`config.mk`:
```
export PLATFORM = sky130hd
export DESIGN_NAME = pwm_generator
export DESIGN_NICKNAME = d
export VERILOG_FILES = /design/src/rtl/pwm_pkg.sv /design/src/rtl/pwm_prescaler.sv /design/src/rtl/pwm_generator.sv
export SDC_FILE = /design/constraint.sdc
export NUM_CORES = 1
export LEC_CHECK = 0
export BUFFER_PORTS_ARGS = -buffer_cell sky130_fd_sc_hd__buf_2
export CORE_MARGIN = 2
export CORE_UTILIZATION = 45
export DETAILED_ROUTE_END_ITERATION = 16
export PLACE_DENSITY = 0.76
export SYNTH_ARGS = -nofsm -noshare
export SYNTH_HDL_FRONTEND = slang
export SYNTH_SLANG_ARGS = --single-unit
export TNS_END_PERCENT = 20
```
`constraint.sdc`:
```
create_clock -name clk -period 1.3 [get_ports clk]
set_input_delay 0.26 -clock clk [delete_from_list [all_inputs] [get_ports clk]]
set_output_delay 0.26 -clock clk [all_outputs]
set_load 0.005 [all_outputs]
```
`src/rtl/pwm_pkg.sv`:
```
// Shared types and elaboration helpers for the PWM generator.
// MAX_CHUNKS fixes the duty resolution at 8 bits. Each PWM period is
// 256 chunks of CHUNK_SIZE clocks.
package pwm_pkg;

    localparam int MAX_CHUNKS = 256;
    localparam int DUTY_W     = 8;

    typedef logic [DUTY_W-1:0] duty_t;

    // Clocks per chunk. This is the integer floor of the clocks per period
    // divided by the chunk count, so the real period can be slightly shorter
    // than 1/PWM_FREQ.
    function automatic int chunk_size(input int clock, input int freq);
        int pulse;
        pulse = clock / freq;
        return pulse / MAX_CHUNKS;
    endfunction

    // Width of a counter that runs 0..n-1. It is never narrower than one bit,
    // so a one-clock chunk still gets a legal register.
    function automatic int counter_width(input int n);
        return (n > 1) ? $clog2(n) : 1;
    endfunction

endpackage

```
`src/rtl/pwm_prescaler.sv`:
```
// Chunk prescaler. It counts clocks inside one chunk and raises a
// single-cycle strobe on the last clock of every chunk.
module pwm_prescaler
    import pwm_pkg::*;
#(
    parameter int CHUNK_SIZE = 7
) (
    input  logic clk,
    input  logic clr,
    output logic chunk_o
);

    localparam int            CW   = counter_width(CHUNK_SIZE);
    localparam logic [CW-1:0] LAST = CW'(CHUNK_SIZE - 1);

    logic [CW-1:0] clocks_q;
    logic [CW-1:0] clocks_d;

    // Next count. It wraps to zero after the last clock of the chunk.
    always_comb begin
        clocks_d = clocks_q;
        if (clocks_q == LAST) begin
            clocks_d = '0;
        end else begin
            clocks_d = clocks_q + CW'(1);
        end
    end

    // Clock counter register. clr restarts the chunk.
    always_ff @(posedge clk) begin
        if (clr) begin
            clocks_q <= '0;
        end else begin
            clocks_q <= clocks_d;
        end
    end

    // The strobe is decoded straight from the count, so it lines up with the
    // cycle in which the chunk index has to advance.
    assign chunk_o = (clocks_q == LAST);

endmodule

```
`src/rtl/pwm_generator.sv`:
```
// Fixed-frequency, 8-bit PWM generator.
// The period is 256 chunks of CHUNK_SIZE clocks. pwm is high while the chunk
// index is below the effective duty. pwm is registered, so it trails the
// counters by one clock.
// Optional build macro PWM_SYNC_DUTY_EN: when defined, a new duty is taken
// only at the period boundary, which keeps every pulse whole. When undefined,
// the duty is resampled every clock.
module pwm_generator
    import pwm_pkg::*;
#(
    parameter int CLOCK    = 100000,
    parameter int PWM_FREQ = 50
) (
    input  logic  clk,
    input  logic  clr,
    input  duty_t duty_cycle,
    output logic  pwm
);

    localparam int PULSE_SIZE = CLOCK / PWM_FREQ;
    localparam int CHUNK_SIZE = chunk_size(CLOCK, PWM_FREQ);
    // The prescaler is always built legally. A bad ratio is stopped by the
    // check below instead.
    localparam int PRESC_SIZE = (CHUNK_SIZE < 1) ? 1 : CHUNK_SIZE;

    // A period shorter than 256 clocks cannot hold 256 chunks.
    if (PULSE_SIZE < MAX_CHUNKS) begin : g_bad_ratio
        $fatal(1, "pwm_generator: CLOCK/PWM_FREQ must be at least 256");
    end

    logic  chunk_s;
    duty_t chunk_count_q;
    duty_t chunk_count_d;
    duty_t duty_q;
    duty_t duty_d;
    logic  pwm_q;
    logic  pwm_d;

    pwm_prescaler #(
        .CHUNK_SIZE (PRESC_SIZE)
    ) u_presc (
        .clk     (clk),
        .clr     (clr),
        .chunk_o (chunk_s)
    );

    // Chunk index. It advances once per chunk and wraps 255 -> 0 by natural
    // overflow, which starts the next period.
    always_comb begin
        chunk_count_d = chunk_count_q;
        if (chunk_s) begin
            chunk_count_d = chunk_count_q + 8'd1;
        end else begin
            chunk_count_d = chunk_count_q;
        end
    end

`ifdef PWM_SYNC_DUTY_EN
    logic period_end_s;

    assign period_end_s = chunk_s && (chunk_count_q == 8'd255);

    // The duty is held for the whole period and is reloaded only on its
    // final clock.
    always_comb begin
        duty_d = duty_q;
        if (period_end_s) begin
            duty_d = duty_cycle;
        end else begin
            duty_d = duty_q;
        end
    end
`else
    // The duty follows the input every clock. A mid-period change can
    // shorten or stretch the pulse that is in progress.
    always_comb begin
        duty_d = duty_cycle;
    end
`endif

    // Compare. The output is high for the first duty_q chunks of each period.
    always_comb begin
        pwm_d = 1'b0;
        if (chunk_count_q < duty_q) begin
            pwm_d = 1'b1;
        end else begin
            pwm_d = 1'b0;
        end
    end

    // State and output registers. clr overrides counting and restarts the
    // period at chunk 0 with the current input duty.
    always_ff @(posedge clk) begin
        if (clr) begin
            chunk_count_q <= 8'd0;
            duty_q        <= duty_cycle;
            pwm_q         <= 1'b0;
        end else begin
            chunk_count_q <= chunk_count_d;
            duty_q        <= duty_d;
            pwm_q         <= pwm_d;
        end
    end

    assign pwm = pwm_q;

endmodule

```
==> impl_metrics.py <==
metrics = {
    "worst_setup_path": {
        "r2r_start": "chunk_count_q[4]$_SDFFE_PP0P_",
        "rr_worst_depth": 3,
        "cp.arrival_ns": 1.61,
        "endpoint_kind": "flip-flop",
        "critPathBufInv": 0,
        "cp_top_family": "compound AO/OA/AOI/OAI gates",
        "start_kind": "flip-flop",
        "r2r-end": "pwm$_SDFF_PP0_",
        "worstPathCellList": "ha_2 -> o2111a_1 -> a2111oi_2",
        "slowest_delay_ns": 0.40,
        "worst_ep_required_time_ns": 1.50,
        "path_class": "reg -> reg",
        "slowest_stage": "a2111oi_2",
        "reg2reg_setup_slack_ns": -0.11,
        "path_max_fanout": 2,
    },
    "sta": {
        "period_share_pct": 108,
        "slew_viol_final": 0,
        "report.final.hold_viol_count": 0,
        "hold_ws_ns": 0.0410,
        "skew_ns": 0.00195,
        "rsz0062_at_grt": "yes",
        "setup_viol": 2,
        "fmax_mhz": 710,
        "worst_pin_slew_ns": 0.322,
        "layout_setup_ws_ns": -0.109,
        "fin_crit_ns": 1.41,
        "max_slew_margin_pct": 78.5,
    },
    "layout": {
        "fillers": 147,
        "area.growth.synth_to_final_pct": 33.8,
        "drive_above_1_share_pct": 42.7,
        "num-nets-final": 124,
        "multi_input_comb_area_um2": 470,
        "diodes": 0,
        "regArea_um2": 412,
        "postLayoutCoreUtil_pct": 64.5,
    },
    "yosys": {
        "netlist_instances": 83,
        "ys_seq_area_share_pct": 48.1,
        "synth_edf_count": 0,
        "synth_warnings": 0,
        "syn_area_um2": 832,
        "synthArstFlopShare_pct": 0,
        "dominantRegCellSynth": "dfxtp_1",
        "synth_area_per_cell_um2": 10.0,
        "syn_nets": 103,
        "ys_ff_latch": 20,
        "synth_cell_types": 25,
    },
    "power": {
        "power.density_nw_per_um2": 1130,
        "p_leak_nw": 0.469,
        "vdd_ir_drop_max_uv": 874,
    },
    "clock_network": {
        "postCtsSetupBuffers": 0,
        "cts_root_buf": "clkbuf_4",
        "clkTransAtPathRegs_ns": 0.12,
        "clock_latency_ns": 0.31,
        "cts_hold_buf": 0,
        "cts_buffers": 3,
        "htree_levels": 1,
        "cts_num_sinks": 20,
        "cts.path.max_buffers": 2,
        "cts_tree": "built",
    },
    "run_status": {
        "violations": "setup timing",
        "status": "complete, but fails checks",
    },
    "job": {
        "cap_violations": 0,
    },
    "global_routing": {
        "grt_overflow_total": 0,
        "grt_pass1_vias": 599,
        "grt_use_total_pct": 15.8,
        "grt_pass1_wl_um": 2390,
        "antenna_found_initial": 0,
        "grt_max_degree": 13,
    },
    "worst_hold_path": {
        "min_from": "duty_cycle[3]",
        "hold_path_depth": 1,
        "hold_path.class": "in -> reg",
        "whs_endpoint": "duty_q[3]$_DFF_P_",
    },
    "die": {
        "start_util_pct": 48.2,
        "dieArea_um2": 2210,
        "rows": 15,
        "pin_count": 11,
        "die_x_um": 47,
        "die_y_um": 47,
        "core_um2": 1730,
    },
    "routing": {
        "drc_errors": 0,
        "via_per_inst": 5.13,
        "drtAntennaViolNets": 0,
        "drt-initial-drc-count": 8,
        "drt-total-wl_um": 1660,
        "vias": 657,
        "firstDrtPassIters": 4,
        "wl_per_cell_um": 12.9,
    },
    "placed_design": {
        "pre_cts_ws_ns": -0.120,
        "hpwl_um": 1050,
        "gp_congestion": 0.740,
        "portBuffers": 10,
    },
}
## worst reg2reg max path, delay by kind of cell, from the launching register on
family,cells,cell delay [ns]
AOI/OAI and AO/OA,2,0.67
adders and majority gates,1,0.27
DFF,1,0.36
## kinds of logic (layout without fill, tap and decap cells)
group           count (synthesis)  in the layout  synth area share, %
compound gates                 16             16                 12.0
xor+xnor                        2              2                 2.11
fa+ha+maj                      10             10                 15.0
buf+inv                        12             32                 5.41
flops                          20             20                 48.1
mux                             2              2                 2.41
simple gates                   21             21                 14.9
## metal layers
layer | GRT usage, % | vias to the layer above | wire (um)
met2 | 30.1 | 12 | 906
met4 | 3.89 | 0 | 14
met1 | 15.5 | 309 | 679
met5 | 0 | - | 0
li1 | - | 334 | -
met3 | 6.92 | 2 | 57
## cells in the mapped netlist, types with 4 or more instances
cell type / count / area [um2]
dfxtp_1: 20 / 400
nor2_1: 5 / 18.8
o21ai_0: 4 / 20.0
ha_1: 10 / 125
inv_1: 10 / 37.5
a21oi_1: 6 / 30.0
## cell usage in the layout, fill, tap and decap left out, drive strengths merged
cell     Yosys  final
dfxtp       20     20
buf          0     18
inv         10     10
ha          10     10
a21oi        6      6
nor2         5      5
o21ai        4      4
clkbuf       2      3
nand4        3      3
or3          3      3
o31ai        2      2
or4          2      2
nand3        2      2
xnor2        2      2
mux2i        2      2
nor3         2      2
nand2        1      1
and2         1      1
o2111a       1      1
o211ai       1      1
nor3b        1      1
a211oi       1      1
nor2b        1      1
a2111oi      1      1
bufinv       0      1
## final cells by class
| cell class | instances | share of cell area (%) |
|---|---|---|
| flip-flops and latches | 20 | 37.0 |
| multi-input cells | 51 | 42.2 |
| well taps | 25 | 2.81 |
| clock inverters | 1 | 2.70 |
| inverters | 10 | 3.37 |
| repair buffers | 18 | 9.89 |
| clock buffers | 3 | 2.02 |
## where the power goes
| group | switching, W | internal, W |
|---|---|---|
| logic | 0.0000404 | 0.0000495 |
| registers | 0.0000131 | 0.000636 |
| clock network | 0.000202 | 0.000312 |
## worst max-delay path by stage
stage,startpoint,end,slack (ns),cells after the start
2_1_floorplan,u_presc.clocks_q[0]$_SDFF_PP0_,chunk_count_q[5]$_SDFFE_PP0P_,-0.004,5
3_3_place_gp,duty_q[3]$_DFF_P_,pwm$_SDFF_PP0_,-0.02,5
3_5_place_dp,duty_q[3]$_DFF_P_,pwm$_SDFF_PP0_,-0.12,5
4_1_cts,chunk_count_q[3]$_SDFFE_PP0P_,pwm$_SDFF_PP0_,-0.04,4
5_1_grt,duty_q[2]$_DFF_P_,pwm$_SDFF_PP0_,-0.15,5
6_report,chunk_count_q[4]$_SDFFE_PP0P_,pwm$_SDFF_PP0_,-0.11,3
## sequential cells by signal, indices dropped and copies added (netlist names)
name              flops
chunk_count_q         8
duty_q                8
pwm                   1
u_presc.clocks_q      3
## stage by stage
stage,cells,setup TNS (ns),instance area (um2),total power [W]
after floorplan,83,-0.00780,855,0.000706
after global placement,124,-0.0372,988,0.000738
after detailed placement,124,-0.206,988,0.000745
after CTS,128,-0.0767,1080,0.00126
after global routing,128,-0.401,1110,0.00129
final,128,-0.124,1110,0.00125
## repair_timing
action | in CTS | in global routing
cloned | 0 | 0
hold endpoints to repair | 0 | 0
gates resized for setup | 13 | 6
pin swaps | 9 | 2
setup endpoints to repair | 6 | 8
(Power assumes the default switching activity.)
